[src/rtl/ps2_joy_pkg.sv]
// rtl/ps2_joy_pkg.sv - scan codes, joystick bit indices, prefix states and key map for the PS/2 joystick decoder
package ps2_joy_pkg;

    localparam logic [7:0] SC_E0    = 8'hE0;
    localparam logic [7:0] SC_F0    = 8'hF0;
    localparam logic [7:0] SC_E1    = 8'hE1;
    localparam logic [7:0] SC_SPACE = 8'h29;
    localparam logic [7:0] SC_1     = 8'h16;
    localparam logic [7:0] SC_F1    = 8'h05;
    localparam logic [7:0] SC_2     = 8'h1E;
    localparam logic [7:0] SC_F2    = 8'h06;
    localparam logic [7:0] SC_5     = 8'h2E;
    localparam logic [7:0] SC_F3    = 8'h04;
    localparam logic [7:0] SC_UP    = 8'h75;
    localparam logic [7:0] SC_DOWN  = 8'h72;
    localparam logic [7:0] SC_LEFT  = 8'h6B;
    localparam logic [7:0] SC_RIGHT = 8'h74;
    localparam logic [7:0] SC_CTRL  = 8'h14;
    localparam logic [7:0] SC_ALT   = 8'h11;
    localparam logic [7:0] SC_ESC   = 8'h76;

    localparam logic [3:0] JB_FIRE   = 4'd0;
    localparam logic [3:0] JB_START1 = 4'd1;
    localparam logic [3:0] JB_START2 = 4'd2;
    localparam logic [3:0] JB_COIN   = 4'd3;
    localparam logic [3:0] JB_UP     = 4'd4;
    localparam logic [3:0] JB_DOWN   = 4'd5;
    localparam logic [3:0] JB_LEFT   = 4'd6;
    localparam logic [3:0] JB_RIGHT  = 4'd7;
    localparam logic [3:0] JB_BOMB   = 4'd8;
    localparam logic [3:0] JB_ESC    = 4'd9;

    // Bytes following E1 in the Pause make sequence that must not be decoded as keys.
    localparam logic [2:0] PAUSE_SKIP = 3'd7;

    typedef enum logic [1:0] {IDLE, EXT, BRK, EXT_BRK} prefix_t;

    typedef struct packed {
        logic       hit;
        logic [3:0] idx;
    } key_hit_t;

    // Arrows and ctrl map with or without E0; the other keys only without it.
    function automatic key_hit_t map_key(input logic [7:0] code, input logic ext);
        key_hit_t k;
        k.hit = !ext;
        k.idx = JB_FIRE;
        case (code)
            SC_SPACE:     k.idx = JB_FIRE;
            SC_1, SC_F1:  k.idx = JB_START1;
            SC_2, SC_F2:  k.idx = JB_START2;
            SC_5, SC_F3:  k.idx = JB_COIN;
            SC_ALT:       k.idx = JB_BOMB;
            SC_ESC:       k.idx = JB_ESC;
            SC_UP:        begin k.hit = 1'b1; k.idx = JB_UP;    end
            SC_DOWN:      begin k.hit = 1'b1; k.idx = JB_DOWN;  end
            SC_LEFT:      begin k.hit = 1'b1; k.idx = JB_LEFT;  end
            SC_RIGHT:     begin k.hit = 1'b1; k.idx = JB_RIGHT; end
            SC_CTRL:      begin k.hit = 1'b1; k.idx = JB_BOMB;  end
            default:      k.hit = 1'b0;
        endcase
        return k;
    endfunction

endpackage

[src/rtl/ps2_rx.sv]
// rtl/ps2_rx.sv - PS/2 device-to-host receiver: sync, glitch filter, 11-bit deframer, timeout
module ps2_rx #(
    parameter int FILTER_LEN = 8,
    parameter int TIMEOUT    = 24000
) (
    input  logic       clk_sys,
    input  logic       reset,
    input  logic       ps2_clk,
    input  logic       ps2_data,
    output logic       rx_valid,
    output logic       rx_err,
    output logic [7:0] rx_byte
);

    localparam int FW = $clog2(FILTER_LEN + 1);
    localparam int TW = $clog2(TIMEOUT + 1);

    logic [1:0]    clk_sync_q, clk_sync_d, data_sync_q, data_sync_d;
    logic          clk_filt_q, clk_filt_d, data_filt_q, data_filt_d;
    logic [FW-1:0] clk_cnt_q, clk_cnt_d, data_cnt_q, data_cnt_d;
    logic [3:0]    bit_cnt_q, bit_cnt_d;
    logic [8:0]    shift_q, shift_d;
    logic [TW-1:0] idle_q, idle_d;
    logic          fall;

    always_comb begin
        clk_sync_d  = {clk_sync_q[0], ps2_clk};
        data_sync_d = {data_sync_q[0], ps2_data};

        // A filtered line flips only after FILTER_LEN consecutive disagreeing samples.
        clk_cnt_d  = '0;
        clk_filt_d = clk_filt_q;
        if (clk_sync_q[1] != clk_filt_q) begin
            if (clk_cnt_q == FW'(FILTER_LEN - 1)) clk_filt_d = clk_sync_q[1];
            else                                  clk_cnt_d  = clk_cnt_q + FW'(1);
        end
        data_cnt_d  = '0;
        data_filt_d = data_filt_q;
        if (data_sync_q[1] != data_filt_q) begin
            if (data_cnt_q == FW'(FILTER_LEN - 1)) data_filt_d = data_sync_q[1];
            else                                   data_cnt_d  = data_cnt_q + FW'(1);
        end

        fall = clk_filt_q & ~clk_filt_d;

        bit_cnt_d = bit_cnt_q;
        shift_d   = shift_q;
        idle_d    = '0;
        rx_valid  = 1'b0;
        rx_err    = 1'b0;
        rx_byte   = shift_q[7:0];
        if (fall) begin
            if (bit_cnt_q == 4'd0) begin
                if (data_filt_q) rx_err    = 1'b1;
                else             bit_cnt_d = 4'd1;
            end else if (bit_cnt_q == 4'd10) begin
                bit_cnt_d = 4'd0;
                if (data_filt_q && (^shift_q)) rx_valid = 1'b1;
                else                           rx_err   = 1'b1;
            end else begin
                shift_d   = {data_filt_q, shift_q[8:1]};
                bit_cnt_d = bit_cnt_q + 4'd1;
            end
        end else if (bit_cnt_q != 4'd0) begin
            // A stalled partial frame is dropped quietly so the next start bit resyncs.
            if (idle_q == TW'(TIMEOUT - 1)) bit_cnt_d = 4'd0;
            else                            idle_d    = idle_q + TW'(1);
        end
    end

    always_ff @(posedge clk_sys) begin
        if (reset) begin
            clk_sync_q  <= 2'b11;
            data_sync_q <= 2'b11;
            clk_filt_q  <= 1'b1;
            data_filt_q <= 1'b1;
            clk_cnt_q   <= '0;
            data_cnt_q  <= '0;
            bit_cnt_q   <= 4'd0;
            shift_q     <= '0;
            idle_q      <= '0;
        end else begin
            clk_sync_q  <= clk_sync_d;
            data_sync_q <= data_sync_d;
            clk_filt_q  <= clk_filt_d;
            data_filt_q <= data_filt_d;
            clk_cnt_q   <= clk_cnt_d;
            data_cnt_q  <= data_cnt_d;
            bit_cnt_q   <= bit_cnt_d;
            shift_q     <= shift_d;
            idle_q      <= idle_d;
        end
    end

endmodule

[src/rtl/ps2_joy_decoder.sv]
// rtl/ps2_joy_decoder.sv - PS/2 keyboard to held-key joystick vector: prefix FSM, pause skip, key map
module ps2_joy_decoder
    import ps2_joy_pkg::*;
#(
    parameter int FILTER_LEN = 8,
    parameter int TIMEOUT    = 24000
) (
    input  logic       clk_sys,
    input  logic       reset,
    input  logic       ps2_kbd_clk,
    input  logic       ps2_kbd_data,
    output logic [9:0] joystick,
    output logic       scan_valid,
    output logic [7:0] scan_code,
    output logic       frame_err
);

    logic       rx_valid, rx_err;
    logic [7:0] rx_byte;

    ps2_rx #(
        .FILTER_LEN (FILTER_LEN),
        .TIMEOUT    (TIMEOUT)
    ) u_rx (
        .clk_sys  (clk_sys),
        .reset    (reset),
        .ps2_clk  (ps2_kbd_clk),
        .ps2_data (ps2_kbd_data),
        .rx_valid (rx_valid),
        .rx_err   (rx_err),
        .rx_byte  (rx_byte)
    );

    prefix_t    state_q, state_d;
    logic [2:0] skip_q, skip_d;
    logic [9:0] joy_q, joy_d;
    logic       valid_q, valid_d, err_q, err_d;
    logic [7:0] code_q, code_d;
    key_hit_t   key;

    always_comb begin
        state_d = state_q;
        skip_d  = skip_q;
        joy_d   = joy_q;
        valid_d = rx_valid;
        err_d   = rx_err;
        code_d  = rx_valid ? rx_byte : code_q;
        key     = map_key(rx_byte, (state_q == EXT) || (state_q == EXT_BRK));
        if (rx_err) begin
            state_d = IDLE;
        end else if (rx_valid) begin
            if (skip_q != 3'd0) begin
                skip_d = skip_q - 3'd1;
            end else begin
                case (state_q)
                    IDLE: begin
                        if (rx_byte == SC_E0)      state_d = EXT;
                        else if (rx_byte == SC_F0) state_d = BRK;
                        else if (rx_byte == SC_E1) skip_d  = PAUSE_SKIP;
                        else if (key.hit)          joy_d[key.idx] = 1'b1;
                    end
                    EXT: begin
                        if (rx_byte == SC_F0)      state_d = EXT_BRK;
                        else if (rx_byte != SC_E0) begin
                            state_d = IDLE;
                            if (key.hit) joy_d[key.idx] = 1'b1;
                        end
                    end
                    BRK, EXT_BRK: begin
                        state_d = IDLE;
                        if (key.hit) joy_d[key.idx] = 1'b0;
                    end
                endcase
            end
        end
    end

    always_ff @(posedge clk_sys) begin
        if (reset) begin
            state_q <= IDLE;
            skip_q  <= 3'd0;
            joy_q   <= '0;
            valid_q <= 1'b0;
            err_q   <= 1'b0;
            code_q  <= '0;
        end else begin
            state_q <= state_d;
            skip_q  <= skip_d;
            joy_q   <= joy_d;
            valid_q <= valid_d;
            err_q   <= err_d;
            code_q  <= code_d;
        end
    end

    assign joystick   = joy_q;
    assign scan_valid = valid_q;
    assign scan_code  = code_q;
    assign frame_err  = err_q;

endmodule

[config.mk]
export PLATFORM = sky130hd
export DESIGN_NAME = ps2_joy_decoder
export DESIGN_NICKNAME = d
export VERILOG_FILES = /design/src/rtl/ps2_joy_pkg.sv /design/src/rtl/ps2_rx.sv /design/src/rtl/ps2_joy_decoder.sv
export SDC_FILE = /design/constraint.sdc
export NUM_CORES = 1
export LEC_CHECK = 0
export ABC_AREA = 1
export CAP_MARGIN = 10
export CORE_MARGIN = 4
export CORE_UTILIZATION = 45
export CTS_CLUSTER_DIAMETER = 100
export DETAILED_ROUTE_END_ITERATION = 8
export GPL_TIMING_DRIVEN = 1
export PLACE_DENSITY = 0.62
export SKIP_CTS_REPAIR_TIMING = 1
export SLEW_MARGIN = 5
export SYNTH_ARGS = -nofsm -noshare
export SYNTH_HDL_FRONTEND = slang
export SYNTH_SLANG_ARGS = --single-unit
export TNS_END_PERCENT = 30
[constraint.sdc]
create_clock -name clk_sys -period 4.5 [get_ports clk_sys]
set_input_delay 1.35 -clock clk_sys [delete_from_list [all_inputs] [get_ports clk_sys]]
set_output_delay 1.35 -clock clk_sys [all_outputs]
set_load 0.1 [all_outputs]
==> results of run 1 <==
[cells in the final DEF (no fill, tap or decap), types with 7 or more instances in the layout]
cell / Yosys / routed
a21oi_1: 36 / 36
clkdlybuf4s50_1: 0 / 23
nor3_1: 7 / 7
nand2_1: 81 / 81
ha_1: 23 / 23
xor2_1: 8 / 8
dfxtp_1: 67 / 67
nand3_1: 30 / 30
inv_1: 57 / 57
nand4_1: 8 / 8
nor2_1: 73 / 73
o21ai_0: 25 / 25
clkbuf_8: 0 / 11
[routing by layer]
| metal | GRT usage | vias to the layer above |
|---|---|---|
| li1 | - | 1527 |
| met5 | 0 | - |
| met4 | 0.0673 | 0 |
| met1 | 0.216 | 1213 |
| met2 | 0.238 | 43 |
| met3 | 0.0454 | 8 |
[area by class of cell]
| type | count | area (um2) |
|---|---|---|
| repair buffers | 24 | 238 |
| clock inverters | 4 | 26.3 |
| fillers | 722 | 3410 |
| inverters | 60 | 225 |
| flip-flops and latches | 67 | 1340 |
| multi-input cells | 323 | 1740 |
| well taps | 99 | 124 |
| clock buffers | 11 | 151 |
[metrics by stage]
stage                     power [uW]  cells
final                           1060    588
after global routing            1110    588
after CTS                       1080    588
after detailed placement         626    573
after global placement           625    573
after floorplan                  620    460
[kinds of logic (layout without fill, tap and decap cells)]
group / count (synthesis) / in the layout / share of synthesized area
simple gates: 216 / 216 / 0.286
compound gates: 71 / 71 / 0.112
flops: 67 / 67 / 0.399
xor+xnor: 13 / 13 / 0.0339
fa+ha+maj: 23 / 23 / 0.0856
buf+inv: 70 / 99 / 0.0833
[worst paths after layout]
kind | from | to | slack [ns]
setup / recovery | flip-flop | joystick[7] | 1.34
setup reg to reg | u_rx.shift_q[6] | flip-flop | 2.02
hold / removal | u_rx.data_sync_q[0] | u_rx.data_sync_q[1] | 0.42
hold reg to reg | u_rx.data_sync_q[0] | u_rx.data_sync_q[1] | 0.42
[power groups by stage]
stage | clock, uW | sequential (uW) | combinational (uW)
floorplan | 0 | 609 | 10.3
finish | 444 | 596 | 15.7
CTS | 465 | 596 | 15.9
detailed placement | 0 | 610 | 15.9
global route | 493 | 596 | 17.7
global placement | 0 | 610 | 15.7
==> flow_summary.json, run 1 <==
{
  "hp-class": "flip-flop to flip-flop",
  "rows": 31,
  "cts_sinks": 67,
  "die_w_um": 94.5,
  "synth_nets": 487,
  "die_area_um2": 8920,
  "r2r_cells": 14,
  "vias": 2791,
  "netlist_top_cells_area": "dfxtp_1 40%, nand2_1 9.0%, ha_1 8.6%, nor2_1 8.1%, inv_1 6.4%",
  "cell_internal_pwr_uw": 827,
  "final.setup.worst_slack_ns": 1.34,
  "startpoint_type": "flip-flop",
  "slew_violations": 0,
  "syn_area_per_cell_um2": 7.31,
  "slowest_stage": "clkdlybuf4s50_1",
  "grt_max_degree": 34,
  "clkPwrFrac": 0.421,
  "yosys_warnings": 0,
  "antenna_found_initial": 0,
  "avgViaCountPerCell": 4.75,
  "clk_pin_slew_worst_paths_ns": 0.07,
  "synthDistinctLibCells": 36,
  "critical_path_cell_count": 1,
  "fin_skew_ns": 0.00819,
  "port_buffers": 23,
  "cts_made_buffers": 9,
  "die_y_um": 94.5,
  "fin_area_um2": 3850,
  "start_util": 0.464,
  "crit_chain": "clkdlybuf4s50_1",
  "cts_tree": "built",
  "routedLengthMet1_mm": 3.21,
  "status": "complete, no violations",
  "cts-root-buf": "clkbuf_8",
  "gp_congestion": 0.905,
  "drc": 0,
  "p_per_area_nw_per_um2": 275,
  "wl_met2_mm": 2.61,
  "utilization": 0.530,
  "rsz0062_at_grt": "no",
  "power.leakage_uw": 0.00166,
  "grt_pass1_vias": 2604,
  "cts_buffer_depth": 2,
  "worstPathMaxFanout": 2,
  "cts_max_level": 3,
  "yosysTopAreaCell": "dfxtp_1",
  "place_hpwl_mm": 4.54,
  "drive_above_1_share": 0.0695,
  "grt_pass1_wl_mm": 11.5,
  "synth_edf_count": 0,
  "tns_ns": 0,
  "crit_arrival_ns": 1.81,
  "drtPass1Iterations": 4,
  "clock_latency_ns": 0.34,
  "fmax_mhz": 316,
  "synth_common_cells": "81 x nand2_1, 73 x nor2_1, 67 x dfxtp_1",
  "cp_top_family": "buffers and inverters",
  "dp_slack_ns": 1.37,
  "p_comb_frac": 0.015,
  "whs_ns": 0.416,
  "synth_top_area_frac": 0.399,
  "relSlewSlack": 0.351,
  "switching_power_uw": 229,
  "seqPwrFrac": 0.564,
  "ant_nets": 0,
  "crit_buf_inv": 1,
  "dpl-instance-area_um2": 3670,
  "setup_viol": 0,
  "yosysMostFrequentCell": "nand2_1",
  "max-vdd-ir-drop_v": 0.000151,
  "ys_async_sr_fraction": 0,
  "io_pins": 24,
  "hold_viol": 0,
  "tightest_slew_ns": 0.971,
  "wl_met3_um": 258,
  "drtIter0Drc": 92,
  "crit_type": "flip-flop to output port",
  "netlist_instances": 460,
  "grt_use_total": 0.160,
  "wl_per_cell_um": 10.5,
  "holdPathStages": 1,
  "max_stage_delay_ns": 1.14,
  "ys_seq_area_frac": 0.399,
  "endpoint_kind": "output port",
  "grt_overflow": 0,
  "synth_seq_cells": 67,
  "critPathRequiredTime_ns": 3.15,
  "syn_area_um2": 3360,
  "post-route-period-util": 0.703,
  "core_area_um2": 7250,
  "nets": 512,
  "drt_wl_total_mm": 6.16,
  "diodes": 0,
  "swShare": 0.217,
  "drv_cap": 0,
  "synth_flop_cell": "dfxtp_1",
  "syn2layout_area_growth_pct": 14.4,
  "min_period_ns": 3.16,
  "top_layer": "met4"
}
No activity file was read; power rests on OpenSTA's default activity.
==> inputs of run 2 (changes only) <==
Clock period 4.5 ns to 3.2 ns, I/O delays scaled along.
==> run 2 against run 1 <==
  * Clock skew about the same
  * Global-route usage increased by 0.16 points
  * Worst setup slack got worse by 0.63 ns
  * Final area about the same
  * Largest power group unchanged
  * Clock power grew 74%
  * Sequential share of layout area hardly changed
  * First-iteration DRC count up 39%
  * Sequential power rose by 41%
  * Hold slack lost 0.0017 ns
  * Non-clock buffer count increased by 1
  * Clock-buffer cell count decreased by 1
==> flow_summary.json, run 2 (synthesis gave the netlist of run 1 again) <==
{
  "status": "complete, no violations",
  "drtPass1Iterations": 4,
  "relSlewSlack": 0.534,
  "regArea_um2": 1340,
  "place_hpwl_mm": 4.69,
  "grt_overflow": 0,
  "cpMostUsedCell": "nand2_1",
  "drtIter0Drc": 128,
  "vias": 2825,
  "cts_max_level": 3,
  "die_y_um": 94.5,
  "start_util": 0.464,
  "cts_tree": "built",
  "cp_top_family": "simple AND/OR/NAND/NOR gates",
  "slowest_stage": "nor2_2",
  "r2r-start": "u_rx.shift_q[4]",
  "grt_pass1_vias": 2672,
  "multiInputGateArea_um2": 1740,
  "tns_ns": 0,
  "endpoint_kind": "flip-flop",
  "clk_pin_slew_worst_paths_ns": 0.08,
  "fin_area_um2": 3840,
  "max-vdd-ir-drop_v": 0.000270,
  "syn2layout_area_growth_pct": 14.3,
  "startpoint_type": "flip-flop",
  "dpl-instance-area_um2": 3630,
  "gp_congestion": 0.786,
  "hold_viol": 0,
  "setup_viol": 0,
  "die_area_um2": 8920,
  "crit_chain": "inv_1 > ha_1 > nor2_1 > inv_1 > nand2_1 > nand2_1 > nand3_1 > nand2_1 > nor2_1 > nand3_1 > nor2_2 > nand3_1 > nand2_1 > nor2_1",
  "die_w_um": 94.5,
  "slew_violations": 0,
  "fin_skew_ns": 0.00835,
  "ant_nets": 0,
  "port_buffers": 23,
  "fmax_mhz": 402,
  "avgViaCountPerCell": 4.79,
  "cts_buffer_depth": 2,
  "io_pins": 24,
  "cts_made_buffers": 9,
  "hold_start": "u_rx.data_sync_q[0]",
  "crit_type": "flip-flop to flip-flop",
  "grt_use_total": 0.161,
  "cts_sinks": 67,
  "cts-root-buf": "clkbuf_8",
  "hold-path-endpoint": "u_rx.data_sync_q[1]",
  "power.leakage_uw": 0.00172,
  "p_per_area_nw_per_um2": 425,
  "hp-class": "flip-flop to flip-flop",
  "clock_latency_ns": 0.35,
  "holdPathStages": 1,
  "worstPathMaxFanout": 20,
  "grt_max_degree": 34,
  "drive_above_1_share": 0.112,
  "r2r_cells": 14,
  "max_stage_delay_ns": 0.57,
  "post-route-period-util": 0.778,
  "total_power_uw": 1630,
  "core_area_um2": 7250,
  "min_period_ns": 2.49,
  "rows": 31,
  "reg2reg_slack_ns": 0.71,
  "tightest_slew_ns": 0.698,
  "drc": 0,
  "crit_arrival_ns": 2.73,
  "drv_cap": 0,
  "nets": 513,
  "rsz0062_at_grt": "no",
  "drt_wl_total_mm": 6.34,
  "diodes": 0,
  "fillCellCount": 732,
  "critPathRequiredTime_ns": 3.44,
  "final_common_cell": "nand2_1",
  "crit_buf_inv": 2,
  "antenna_found_initial": 0,
  "wl_per_cell_um": 10.7,
  "final_cell_mix": "81 x nand2_1, 73 x nor2_1, 67 x dfxtp_1, 57 x inv_1, 36 x a21oi_1",
  "grt_pass1_wl_mm": 11.4
}
==> run 2: changes by cell type in the layout (fill, tap and decap cells not counted), sizes merged <==
cell	before	now
buf	1	22
bufinv	0	2
clkbuf	11	10
clkdlybuf4s50	23	3
==> run 2: how the worst max path moves through the flow <==
| stage | slack, ns | from | cells past startpoint | to |
|---|---|---|---|---|
| after CTS | 0.71 | u_rx.shift_q[4] | 14 | flip-flop |
| after floorplan | 1.31 | u_rx.shift_q[4] | 15 | flip-flop |
| after detailed placement | 0.71 | reset | 4 | u_rx.idle_q[12] |
| after global placement | 0.75 | u_rx.shift_q[4] | 14 | flip-flop |
| final | 0.71 | u_rx.shift_q[4] | 14 | flip-flop |
| after global routing | 0.30 | u_rx.shift_q[4] | 14 | flip-flop |
==> run 2: layer usage <==
layer / track usage / routed length [um] / vias to the layer above
li1: - / - / 1531
met1: 0.202 / 3240 / 1241
met2: 0.256 / 2720 / 38
met3: 0.0462 / 236 / 15
met4: 0.0733 / 144 / 0
met5: 0 / 0 / -
==> run 2: through the flow <==
stage / hold slack, ns / setup WS [ns] / cells / util
2_1_floorplan: 0.389 / 1.31 / 460 / -
3_3_place_gp: 0.391 / 0.755 / 574 / 0.500
3_5_place_dp: 0.394 / 0.713 / 574 / 0.500
4_1_cts: 0.418 / 0.708 / 590 / 0.530
5_1_grt: 0.430 / 0.303 / 590 / 0.530
6_report: 0.414 / 0.710 / 590 / 0.530
==> run 2: cell type report <==
cell class | count | area share
multi-input combinational | 323 | 0.453
sequential | 67 | 0.349
inverter | 60 | 0.0586
timing repair buffer | 25 | 0.0508
clock buffer | 10 | 0.0332
tap | 99 | 0.0322
clock inverter | 6 | 0.0234
==> run 2: report_power, final <==
part           switching (uW)  internal [uW]
Combinational            13.4           9.82
Sequential               1.86            836
Clock                     333            440
==> inputs of run 3 (changes only) <==
Clock period 3.2 ns to 2.6 ns, I/O delays scaled along.
==> run 3 against run 2 <==
  * Maximum frequency is 14% higher
  * Combinational power is 28% higher
  * Sequential power is 23% higher
  * Core utilization is 0.76 points higher
  * Final cell count is 0.68% higher
  * Die area stayed put
  * Final area is 1.4% higher
  * Via count is 0.39% lower
  * First-iteration DRC count is 25% lower
  * Highest routed layer unchanged
==> flow_summary.json, run 3 (synthesis gave the netlist of run 1 again) <==
{
  "cts-root-buf": "clkbuf_8",
  "grt_max_degree": 21,
  "fin_skew_ns": 0.00831,
  "hp-class": "flip-flop to flip-flop",
  "fillCellCount": 742,
  "syn2layout_area_growth_pct": 16.0,
  "cell_internal_pwr_uw": 1710,
  "swShare": 0.191,
  "core_area_um2": 7250,
  "switching_power_uw": 402,
  "tightest_slew_ns": 0.470,
  "grt_overflow": 0,
  "rows": 31,
  "antenna_found_initial": 0,
  "drive_above_1_share": 0.117,
  "die_y_um": 94.5,
  "ant_nets": 0,
  "port_buffers": 23,
  "critPathRequiredTime_ns": 2.83,
  "hold_viol": 0,
  "p_comb_frac": 0.014,
  "gp_congestion": 0.781,
  "relSlewSlack": 0.686,
  "max-vdd-ir-drop_v": 0.000286,
  "nets": 517,
  "die_area_um2": 8920,
  "min_period_ns": 2.19,
  "endpoint_kind": "flip-flop",
  "cts_max_level": 3,
  "cts_tree": "built",
  "vias": 2814,
  "io_pins": 24,
  "cts_made_buffers": 9,
  "place_hpwl_mm": 4.82,
  "clk_pin_slew_worst_paths_ns": 0.07,
  "die_w_um": 94.5,
  "tns_ns": 0,
  "crit_arrival_ns": 2.41,
  "drtIter0Drc": 96,
  "worstPathMaxFanout": 20,
  "drt_wl_total_mm": 6.51,
  "final_cell_mix": "81 x nand2_1, 73 x nor2_1, 67 x dfxtp_1, 57 x inv_1, 36 x a21oi_1",
  "drtPass1Iterations": 6,
  "rsz0062_at_grt": "no",
  "setup_viol": 0,
  "diodes": 0,
  "p_per_area_nw_per_um2": 541,
  "start_util": 0.464,
  "avgViaCountPerCell": 4.74,
  "startpoint_type": "flip-flop",
  "drv_cap": 0,
  "utilization": 0.538,
  "slew_violations": 0,
  "power.leakage_uw": 0.00175,
  "fmax_mhz": 457,
  "clkPwrFrac": 0.497,
  "seqPwrFrac": 0.489,
  "cts_sinks": 67,
  "crit_type": "flip-flop to flip-flop",
  "clock_latency_ns": 0.33,
  "drc": 0,
  "grt_use_total": 0.160,
  "grt_pass1_vias": 2653,
  "wl_per_cell_um": 11.0,
  "post-route-period-util": 0.841,
  "status": "complete, no violations",
  "cts_buffer_depth": 2,
  "grt_pass1_wl_mm": 11.6,
  "final_common_cell": "nand2_1"
}
==> run 3: final timing paths <==
check             cells past startpoint  slack (ns)                 from                   to
hold / removal                        1        0.41  u_rx.data_sync_q[0]  u_rx.data_sync_q[1]
setup / recovery                     15        0.41      u_rx.shift_q[4]            flip-flop
hold reg to reg                       1        0.41  u_rx.data_sync_q[0]  u_rx.data_sync_q[1]
setup reg to reg                     15        0.41      u_rx.shift_q[4]            flip-flop
==> run 3: power by group through the flow <==
stage               Combinational (uW)  Sequential (uW)  Clock, uW
floorplan                         17.8             1050          0
global placement                  29.6             1060          0
detailed placement                29.6             1060          0
CTS                               29.9             1030       1070
global route                      34.4             1030       1130
finish                            29.7             1030       1050
==> run 3: final cells by class <==
class	instances	area, um2	area share
Clock buffer	12	145	0.0372
Multi-Input combinational cell	323	1740	0.447
Clock inverter	4	97.6	0.0250
Timing Repair Buffer	29	225	0.0577
Tap cell	99	124	0.0318
Sequential cell	67	1340	0.344
Inverter	60	225	0.0577
==> run 3: critical path: stages, from the launching register on <==
cell	delay, ns
dfxtp_1	0.38
inv_1	0.12
ha_1	0.32
nor2_1	0.14
inv_1	0.05
nand2_1	0.05
nand2_1	0.06
nand3_1	0.07
nand2_1	0.06
nor2_1	0.16
nand3_1	0.11
nor2_2	0.11
buf_4	0.22
nand3_1	0.11
nand2_1	0.09
nor2_1	0.04
==> run 3: routing by layer <==
layer  vias up  track usage  share of wire
met5         -            0              0
met4         0       0.0625          0.016
met3         8       0.0343          0.031
met2        36        0.257           0.45
met1      1242        0.211           0.51
li1       1528            -              -
==> run 3: through the flow <==
| step | hold slack, ns | setup slack, ns | instances | area (um2) | total power [uW] |
|---|---|---|---|---|---|
| 2_1_floorplan | 0.389 | 0.711 | 460 | 3360 | 1070 |
| 3_3_place_gp | 0.392 | 0.476 | 578 | 3660 | 1080 |
| 3_5_place_dp | 0.399 | 0.435 | 578 | 3660 | 1080 |
| 4_1_cts | 0.416 | 0.410 | 594 | 3900 | 2140 |
| 5_1_grt | 0.437 | 0.109 | 594 | 3900 | 2190 |
| 6_report | 0.414 | 0.413 | 594 | 3900 | 2110 |
